==> src/rtl/uart_rx_core.sv <==
// 8N1 asynchronous serial receiver with a run-time clock divider and a valid/ready holding register.
// Define UART_RX_PARITY_EN to add a parity bit (parity_odd / parity_err) between data and stop.
module uart_rx_core #(
  parameter int unsigned DIV_W   = 16,
  parameter int unsigned MIN_DIV = 4
) (
  input  logic             clk,
  input  logic             reset_async,
  input  logic [DIV_W-1:0] cfg_div,
  input  logic             rxd,
`ifdef UART_RX_PARITY_EN
  input  logic             parity_odd,
  output logic             parity_err,
`endif
  output logic [7:0]       rx_data,
  output logic             rx_valid,
  input  logic             rx_ready,
  output logic             frame_err,
  output logic             overrun,
  input  logic             overrun_clr,
  output logic             busy
);

  typedef enum logic [2:0] {
    StIdle, StStart, StData, StStop, StBrk
`ifdef UART_RX_PARITY_EN
    , StParity
`endif
  } state_e;

  state_e           state_q, state_d;
  logic             rxd_meta_q, rxd_s_q;
  logic [DIV_W-1:0] cnt_q, cnt_d;
  logic [2:0]       bitidx_q, bitidx_d;
  logic [7:0]       shift_q, shift_d;
  logic [7:0]       rx_data_q, rx_data_d;
  logic             rx_valid_q, rx_valid_d;
  logic             frame_err_q, frame_err_d;
  logic             overrun_q, overrun_d;
  logic             load;
  logic [DIV_W-1:0] div_eff, div_m1, half_m1;
`ifdef UART_RX_PARITY_EN
  logic             par_bad_q, par_bad_d;
  logic             parity_err_q, parity_err_d;
`endif

  assign div_eff = (cfg_div < DIV_W'(MIN_DIV)) ? DIV_W'(MIN_DIV) : cfg_div;
  assign div_m1  = div_eff - 1'b1;
  assign half_m1 = (div_eff >> 1) - 1'b1;

  // >= rather than == so a mid-frame shrink of cfg_div cannot stall a counter past its compare.
  always_comb begin
    state_d     = state_q;
    cnt_d       = cnt_q + 1'b1;
    bitidx_d    = bitidx_q;
    shift_d     = shift_q;
    load        = 1'b0;
    frame_err_d = 1'b0;
`ifdef UART_RX_PARITY_EN
    par_bad_d    = par_bad_q;
    parity_err_d = 1'b0;
`endif
    unique case (state_q)
      StIdle: begin
        cnt_d = '0;
        if (!rxd_s_q) state_d = StStart;
      end
      StStart: begin
        if (cnt_q >= half_m1) begin
          cnt_d    = '0;
          bitidx_d = '0;
          state_d  = rxd_s_q ? StIdle : StData;
`ifdef UART_RX_PARITY_EN
          par_bad_d = 1'b0;
`endif
        end
      end
      StData: begin
        if (cnt_q >= div_m1) begin
          cnt_d   = '0;
          shift_d = {rxd_s_q, shift_q[7:1]};
          if (bitidx_q == 3'd7) begin
`ifdef UART_RX_PARITY_EN
            state_d = StParity;
`else
            state_d = StStop;
`endif
          end else begin
            bitidx_d = bitidx_q + 3'd1;
          end
        end
      end
`ifdef UART_RX_PARITY_EN
      StParity: begin
        if (cnt_q >= div_m1) begin
          cnt_d   = '0;
          state_d = StStop;
          if (rxd_s_q != ((^shift_q) ^ parity_odd)) begin
            par_bad_d    = 1'b1;
            parity_err_d = 1'b1;
          end
        end
      end
`endif
      StStop: begin
        if (cnt_q >= div_m1) begin
          cnt_d = '0;
          if (rxd_s_q) begin
            state_d = StIdle;
`ifdef UART_RX_PARITY_EN
            load = ~par_bad_q;
`else
            load = 1'b1;
`endif
          end else begin
            frame_err_d = 1'b1;
            state_d     = StBrk;
          end
        end
      end
      StBrk: begin
        cnt_d = '0;
        if (rxd_s_q) state_d = StIdle;
      end
      default: state_d = StIdle;
    endcase
  end

  // A load wins over a same-cycle read; a new overrun wins over overrun_clr.
  always_comb begin
    rx_data_d  = load ? shift_q : rx_data_q;
    rx_valid_d = rx_valid_q;
    if (rx_valid_q && rx_ready) rx_valid_d = 1'b0;
    if (load) rx_valid_d = 1'b1;
    overrun_d = overrun_q;
    if (overrun_clr) overrun_d = 1'b0;
    if (load && rx_valid_q && !rx_ready) overrun_d = 1'b1;
  end

  always_ff @(posedge clk or negedge reset_async) begin
    if (!reset_async) begin
      rxd_meta_q  <= 1'b1;
      rxd_s_q     <= 1'b1;
      state_q     <= StIdle;
      cnt_q       <= '0;
      bitidx_q    <= '0;
      shift_q     <= '0;
      rx_data_q   <= '0;
      rx_valid_q  <= 1'b0;
      frame_err_q <= 1'b0;
      overrun_q   <= 1'b0;
`ifdef UART_RX_PARITY_EN
      par_bad_q    <= 1'b0;
      parity_err_q <= 1'b0;
`endif
    end else begin
      rxd_meta_q  <= rxd;
      rxd_s_q     <= rxd_meta_q;
      state_q     <= state_d;
      cnt_q       <= cnt_d;
      bitidx_q    <= bitidx_d;
      shift_q     <= shift_d;
      rx_data_q   <= rx_data_d;
      rx_valid_q  <= rx_valid_d;
      frame_err_q <= frame_err_d;
      overrun_q   <= overrun_d;
`ifdef UART_RX_PARITY_EN
      par_bad_q    <= par_bad_d;
      parity_err_q <= parity_err_d;
`endif
    end
  end

  assign rx_data   = rx_data_q;
  assign rx_valid  = rx_valid_q;
  assign frame_err = frame_err_q;
  assign overrun   = overrun_q;
  assign busy      = (state_q != StIdle);
`ifdef UART_RX_PARITY_EN
  assign parity_err = parity_err_q;
`endif

endmodule

==> config.mk <==
export PLATFORM = sky130hd
export DESIGN_NAME = uart_rx_core
export DESIGN_NICKNAME = d
export VERILOG_FILES = /design/src/rtl/uart_rx_core.sv
export SDC_FILE = /design/constraint.sdc
export NUM_CORES = 1
export LEC_CHECK = 0
export ABC_AREA = 0
export CAP_MARGIN = 10
export CORE_MARGIN = 2
export CORE_UTILIZATION = 40
export CTS_BUF_LIST = sky130_fd_sc_hd__clkbuf_16
export DETAILED_ROUTE_END_ITERATION = 7
export PLACE_DENSITY = 0.66
export SLEW_MARGIN = 25
export SYNTH_ARGS = -nofsm -noshare
export SYNTH_HDL_FRONTEND = slang
export SYNTH_SLANG_ARGS = --single-unit
==> constraint.sdc <==
create_clock -name clk -period 3.3 [get_ports clk]
set_input_delay 0.66 -clock clk [delete_from_list [all_inputs] [get_ports clk]]
set_output_delay 0.66 -clock clk [all_outputs]
set_load 0.03 [all_outputs]
==> impl_metrics.tcl, run 1 <==
set metrics [dict create \
    status "finished with violations" \
    violations "negative setup slack" \
    routed_wl_mm 7.94 \
    nets 470 \
    cts_max_path_buffers 2 \
    fp.dieH_um 92.6 \
    routedWlPerCell_um 15.5 \
    grt_start_max_net_pins 44 \
    n_antenna_cell 0 \
    cp-start-kind "primary input" \
    ys_types 55 \
    required_ns 3.47 \
    maxCapViolations 0 \
    grt_pass1_vias 2815 \
    dp_cells 492 \
    grt.overflow.total 0 \
    fmax_ghz 0.203 \
    syn_nets 371 \
    postCtsHoldBufs 0 \
    synth-edff-count 0 \
    fin_worst_skew_ns 0.00369 \
    core-area_mm2 0.00765 \
    antenna_found_initial 0 \
    clockRootBuffer "clkbuf_16" \
    max_slew_margin_pct 43.9 \
    synthArstFlopShare_pct 100 \
    cts_max_level 2 \
    final_common_cell "buf_4" \
    rr_endpoint "shift_q[7]$_DFFE_PN0P_" \
    yosys_most_used_dff "dfrtp_1" \
    final-instance-count-excl-fill 514 \
    final_cell_mix "buf_4, dfrtp_1, ha_1" \
    grt_pass1_wl_mm 13.6 \
    r2r_setup_slack_ns 0.18 \
    worstReg2RegStart "cnt_q[0]$_DFF_PN0_" \
    hold_violations 0 \
    area_growth_pct 49.2 \
    vias 2764 \
    final_layout_size_suffix_gt1_share_pct 37.6 \
    netlist_instances 312 \
    ant_nets 0 \
    syn_area_mm2 0.00314 \
    yosysWarningCount 0 \
    r2r_cells 10 \
    drc 0 \
    post_synth.cell_area_avg_um2 10.1 \
    worstPathMaxFanout 5 \
    hp-class "in -> async" \
    die_w_um 92.6 \
    insertion_delay_ns 0.28 \
    clk_pin_slew_worst_paths_ns 0.06 \
    synth.yosys.seq_area_share_pct 34.3 \
    gp_congestion 0.867 \
    finalCritPeriodShare_pct 149 \
    irDropWorstVdd_mv 0.203 \
    power_mw 1.83 \
    ios 33 \
    crit_path_end_kind "flop" \
    cp_data_arrival_time_ns 5.09 \
    io_buffers 32 \
    setup-violations-final 41 \
    hpwl_mm 5.77 \
    fin_ws_ns -1.62 \
    grtUsageTotal_pct 19.8 \
    rows 32 \
    power.density_mw_per_mm2 391 \
    cts_sinks 43 \
    worst-setup-path-type "in -> reg" \
    start_util_pct 41.1 \
    synthTopCellsByArea "dfrtp_1, ha_1, xnor2_1, xor2_1, mux2_4" \
    rsz0062_at_grt "yes" \
    synthDominantCellAreaShare_pct 32.7 \
    vias_per_cell 5.38 \
    die-area_mm2 0.00858 \
    dr.first_iter.drc_count 88 \
    synth-seq-cells 43 \
    p_leak_nw 2.07 \
    numCtsBuffers 5 \
    yosysTopAreaCell "dfrtp_1" \
    layout_min_cycle_time_ns 4.92 \
    tightest_slew_ns 0.840 \
    maxSlewViolCount 0 \
    tritoncts "yes" \
    first_pass_iters 4 \
]
synth_stat cells (all sizes together) (7+ instances only):
cell,n
dfrtp,41
nor2,21
nand3,13
ha,38
nand2,18
a21oi,8
inv,10
or3,7
xnor2,21
mux2,18
nand4,9
nand2b,7
nor3,18
xor2,18
how the worst max path moves through the flow:
stage / startpoint / endpoint / slack, ns / cells after the start
after global placement: cfg_div[7] / rx_data[6]$_DFFE_PN0P_ / -2.09 / 18
after floorplan: cfg_div[7] / rx_data[0]$_DFFE_PN0P_ / -1.80 / 18
final: cfg_div[8] / rx_data[3]$_DFFE_PN0P_ / -1.62 / 21
after detailed placement: cfg_div[7] / rx_data[5]$_DFFE_PN0P_ / -2.21 / 19
after CTS: cfg_div[6] / rx_data[3]$_DFFE_PN0P_ / -1.61 / 19
after global routing: cfg_div[8] / rx_data[3]$_DFFE_PN0P_ / -1.75 / 21
metal layers:
metal	vias to the layer above	track usage (%)	share of wire [%]
met5	-	0	0
met4	0	5.10	1.9
met3	19	3.34	3.0
met2	49	34.9	50
met1	1347	25.2	45
li1	1349	-	-
state kept, by name, summed over array words and instances (netlist names), 3 cells and up:
name      cells
cnt_q        16
rx_data       8
shift_q       8
bitidx_q      3
state_q       3
cell type report:
cell class	count	area, um2
well taps	102	128
multi-input cells	252	2390
clock buffers	5	125
repair buffers	99	881
inverters	10	37.5
clock inverters	3	46.3
fillers	631	2960
flip-flops and latches	43	1080
metrics by stage:
step	instance area, um2	setup TNS, ns	utilization (%)	hold WS (ns)	worst slack [ns]
after floorplan	3290	-63.66	-	0.345	-1.80
after global placement	4080	-78.76	53.3	0.351	-2.09
after detailed placement	4080	-83.11	53.3	0.350	-2.21
after CTS	4650	-59.20	60.7	0.359	-1.61
after global routing	4690	-67.63	61.3	0.360	-1.75
final	4690	-61.04	61.3	0.353	-1.62
repair_timing:
item                                    CTS  global route
buffers inserted                         12             4
cloned                                    2             0
gates resized for setup                  86             7
endpoints found under the setup margin   41            41
pin swaps                                52            15
power by group:
part | total [mW] | internal (mW) | switching [mW]
combinational | 0.623 | 0.289 | 0.334
clock | 0.559 | 0.359 | 0.200
sequential | 0.649 | 0.571 | 0.0779
kinds of logic (layout without fill, tap and decap cells):
logic type / after synthesis / in the layout / share of synthesized area [%]
buffers and inverters: 17 / 117 / 2.15
other: 1 / 1 / 0.119
muxes: 19 / 19 / 7.73
adders and majority gates: 38 / 38 / 15.1
xor gates and xnor gates: 39 / 39 / 10.9
AOI/OAI and AO/OA: 42 / 42 / 10.8
and+or+nand+nor: 113 / 113 / 18.9
DFF: 43 / 43 / 34.3
critical path, stage by stage:
cell	delay, ns
buf_6	0.10
nor4_4	0.32
nand3_2	0.12
or4_4	0.56
nand2_4	0.11
ha_4	0.13
nor3b_4	0.20
nand3_2	0.10
or3_4	0.35
buf_4	0.15
a31oi_4	0.16
xnor2_2	0.10
ha_1	0.31
and4_4	0.22
buf_4	0.12
o311a_1	0.19
nand3b_1	0.15
o21ai_2	0.07
or4_4	0.51
buf_6	0.16
mux2_4	0.29
No activity file was read; power rests on OpenSTA's default activity.
==> run 2, diff against run 1 <==
- SETUP_SLACK_MARGIN: not set -> 0.05
==> results of run 2 <==
The final DEF is identical to that of run 1; final timing and power are the same.
==> run 3, diff against run 2 <==
- CORE_UTILIZATION: 40 -> 50
- PLACE_DENSITY: 0.66 -> 0.78
- SKIP_CTS_REPAIR_TIMING: not set -> 1
==> impl_metrics.tcl, run 3 (synthesis results as in run 1) <==
set metrics [dict create \
    status "finished with violations" \
    violations "negative setup slack" \
    worst-setup-path-type "in -> reg" \
    first_pass_iters 4 \
    vias 2788 \
    clockRootBuffer "clkbuf_16" \
    fp.dieH_um 83.3 \
    area_growth_pct 41.5 \
    largest_reg_flops 16 \
    maxSlewViolCount 0 \
    r2r_cells 12 \
    numCtsBuffers 5 \
    cts_max_level 2 \
    r2r_setup_slack_ns 0.49 \
    routedWlPerCell_um 16.1 \
    tritoncts "yes" \
    hpwl_mm 5.87 \
    largest-register "cnt_q" \
    final_cell_area_mm2 0.00444 \
    setup-violations-final 41 \
    cp-startpoint "cfg_div[3]" \
    drc 0 \
    cts_max_path_buffers 2 \
    rsz0062_at_grt "yes" \
    rows 28 \
    grt_pass1_vias 2622 \
    ant_nets 0 \
    hold_violations 0 \
    io_buffers 32 \
    insertion_delay_ns 0.28 \
    layout_min_cycle_time_ns 4.87 \
    irDropWorstVdd_mv 0.391 \
    nets 466 \
    multi_input_area_mm2 0.00224 \
    die-area_mm2 0.00693 \
    grt_pass1_wl_mm 12.4 \
    grt_start_max_net_pins 44 \
    fillers 405 \
    final_layout_size_suffix_gt1_share_pct 33.1 \
    required_ns 3.47 \
    dr.first_iter.drc_count 134 \
    die_w_um 83.3 \
    hp-class "in -> async" \
    holdWs_ns 0.351 \
    clk_pin_slew_worst_paths_ns 0.06 \
    final_cell_mix "buf_4, dfrtp_1, ha_1" \
    routed_wl_mm 7.78 \
    ios 33 \
    fin_worst_skew_ns 0.00742 \
    grt.overflow.total 0 \
    power.density_mw_per_mm2 379 \
    crit_path_end_kind "flop" \
    cp-start-kind "primary input" \
    maxCapViolations 0 \
    fin_ws_ns -1.57 \
    finalCritPeriodShare_pct 147 \
    antenna_found_initial 0 \
    max_slew_margin_pct 65.2 \
    start_util_pct 52.4 \
    final-instance-count-excl-fill 483 \
    vias_per_cell 5.77 \
    placed_area_mm2 0.00407 \
    worstPathMaxFanout 5 \
    final_common_cell "buf_4" \
    gp_congestion 0.853 \
    core-area_mm2 0.00599 \
    worstReg2RegStart "cnt_q[0]$_DFF_PN0_" \
    rr_endpoint "shift_q[1]$_DFFE_PN0P_" \
    p_leak_nw 2.07 \
    n_antenna_cell 0 \
    tightest_slew_ns 0.522 \
    dp_cells 468 \
    cp_data_arrival_time_ns 5.04 \
    cts_sinks 43 \
    regArea_mm2 0.00108 \
    grtUsageTotal_pct 21.7 \
    fmax_ghz 0.206 \
]
## run 3: how the worst max path moves through the flow
stage                                        end  slack [ns]  cells after the start
after CTS                 rx_data[1]$_DFFE_PN0P_       -1.85                     18
final                     rx_data[1]$_DFFE_PN0P_       -1.57                     17
after global routing      rx_data[1]$_DFFE_PN0P_       -1.69                     19
after global placement    rx_data[6]$_DFFE_PN0P_       -2.05                     18
after floorplan           rx_data[0]$_DFFE_PN0P_       -1.80                     18
after detailed placement  rx_data[1]$_DFFE_PN0P_       -2.14                     18
## run 3: cell type report
| class | count | area share [%] |
|---|---|---|
| Tap cell | 75 | 2.11 |
| Clock inverter | 3 | 0.366 |
| Inverter | 10 | 0.845 |
| Clock buffer | 5 | 2.82 |
| Multi-Input combinational cell | 252 | 50.5 |
| Timing Repair Buffer | 95 | 19.1 |
| Sequential cell | 43 | 24.3 |
## run 3: per-layer routing
layer	global-route usage (%)	share of wire (%)
met5	0	0
met4	6.41	1.2
met3	3.58	5.9
met2	34.3	48
met1	30.5	45
## run 3: power breakdown
part	internal, mW	total, mW	switching [mW]
sequential	0.572	0.645	0.0734
clock	0.276	0.471	0.195
combinational	0.261	0.567	0.306
## run 3: worst max-delay path: stages
cell and delay (ns):
clkdlybuf4s50_1 0.42, or4_4 0.58, nand2_4 0.12, buf_6 0.10
ha_4 0.13, o2111ai_4 0.09, or3_4 0.40, or3_4 0.33
xor2_1 0.15, ha_1 0.27, and4_4 0.21, o211ai_1 0.13
o32ai_4 0.31, o21ai_2 0.11, or4_4 0.56, buf_6 0.17
mux2_4 0.29
## run 3: per-stage QoR
stage	power (mW)	setup WS [ns]	setup TNS, ns	util, %
global placement	1.13	-2.05	-77.70	67.9
global route	1.78	-1.69	-62.25	74.2
CTS	1.61	-1.85	-69.08	70.2
detailed placement	1.14	-2.14	-80.79	67.9
floorplan	0.933	-1.80	-63.66	-
finish	1.68	-1.57	-55.77	74.2
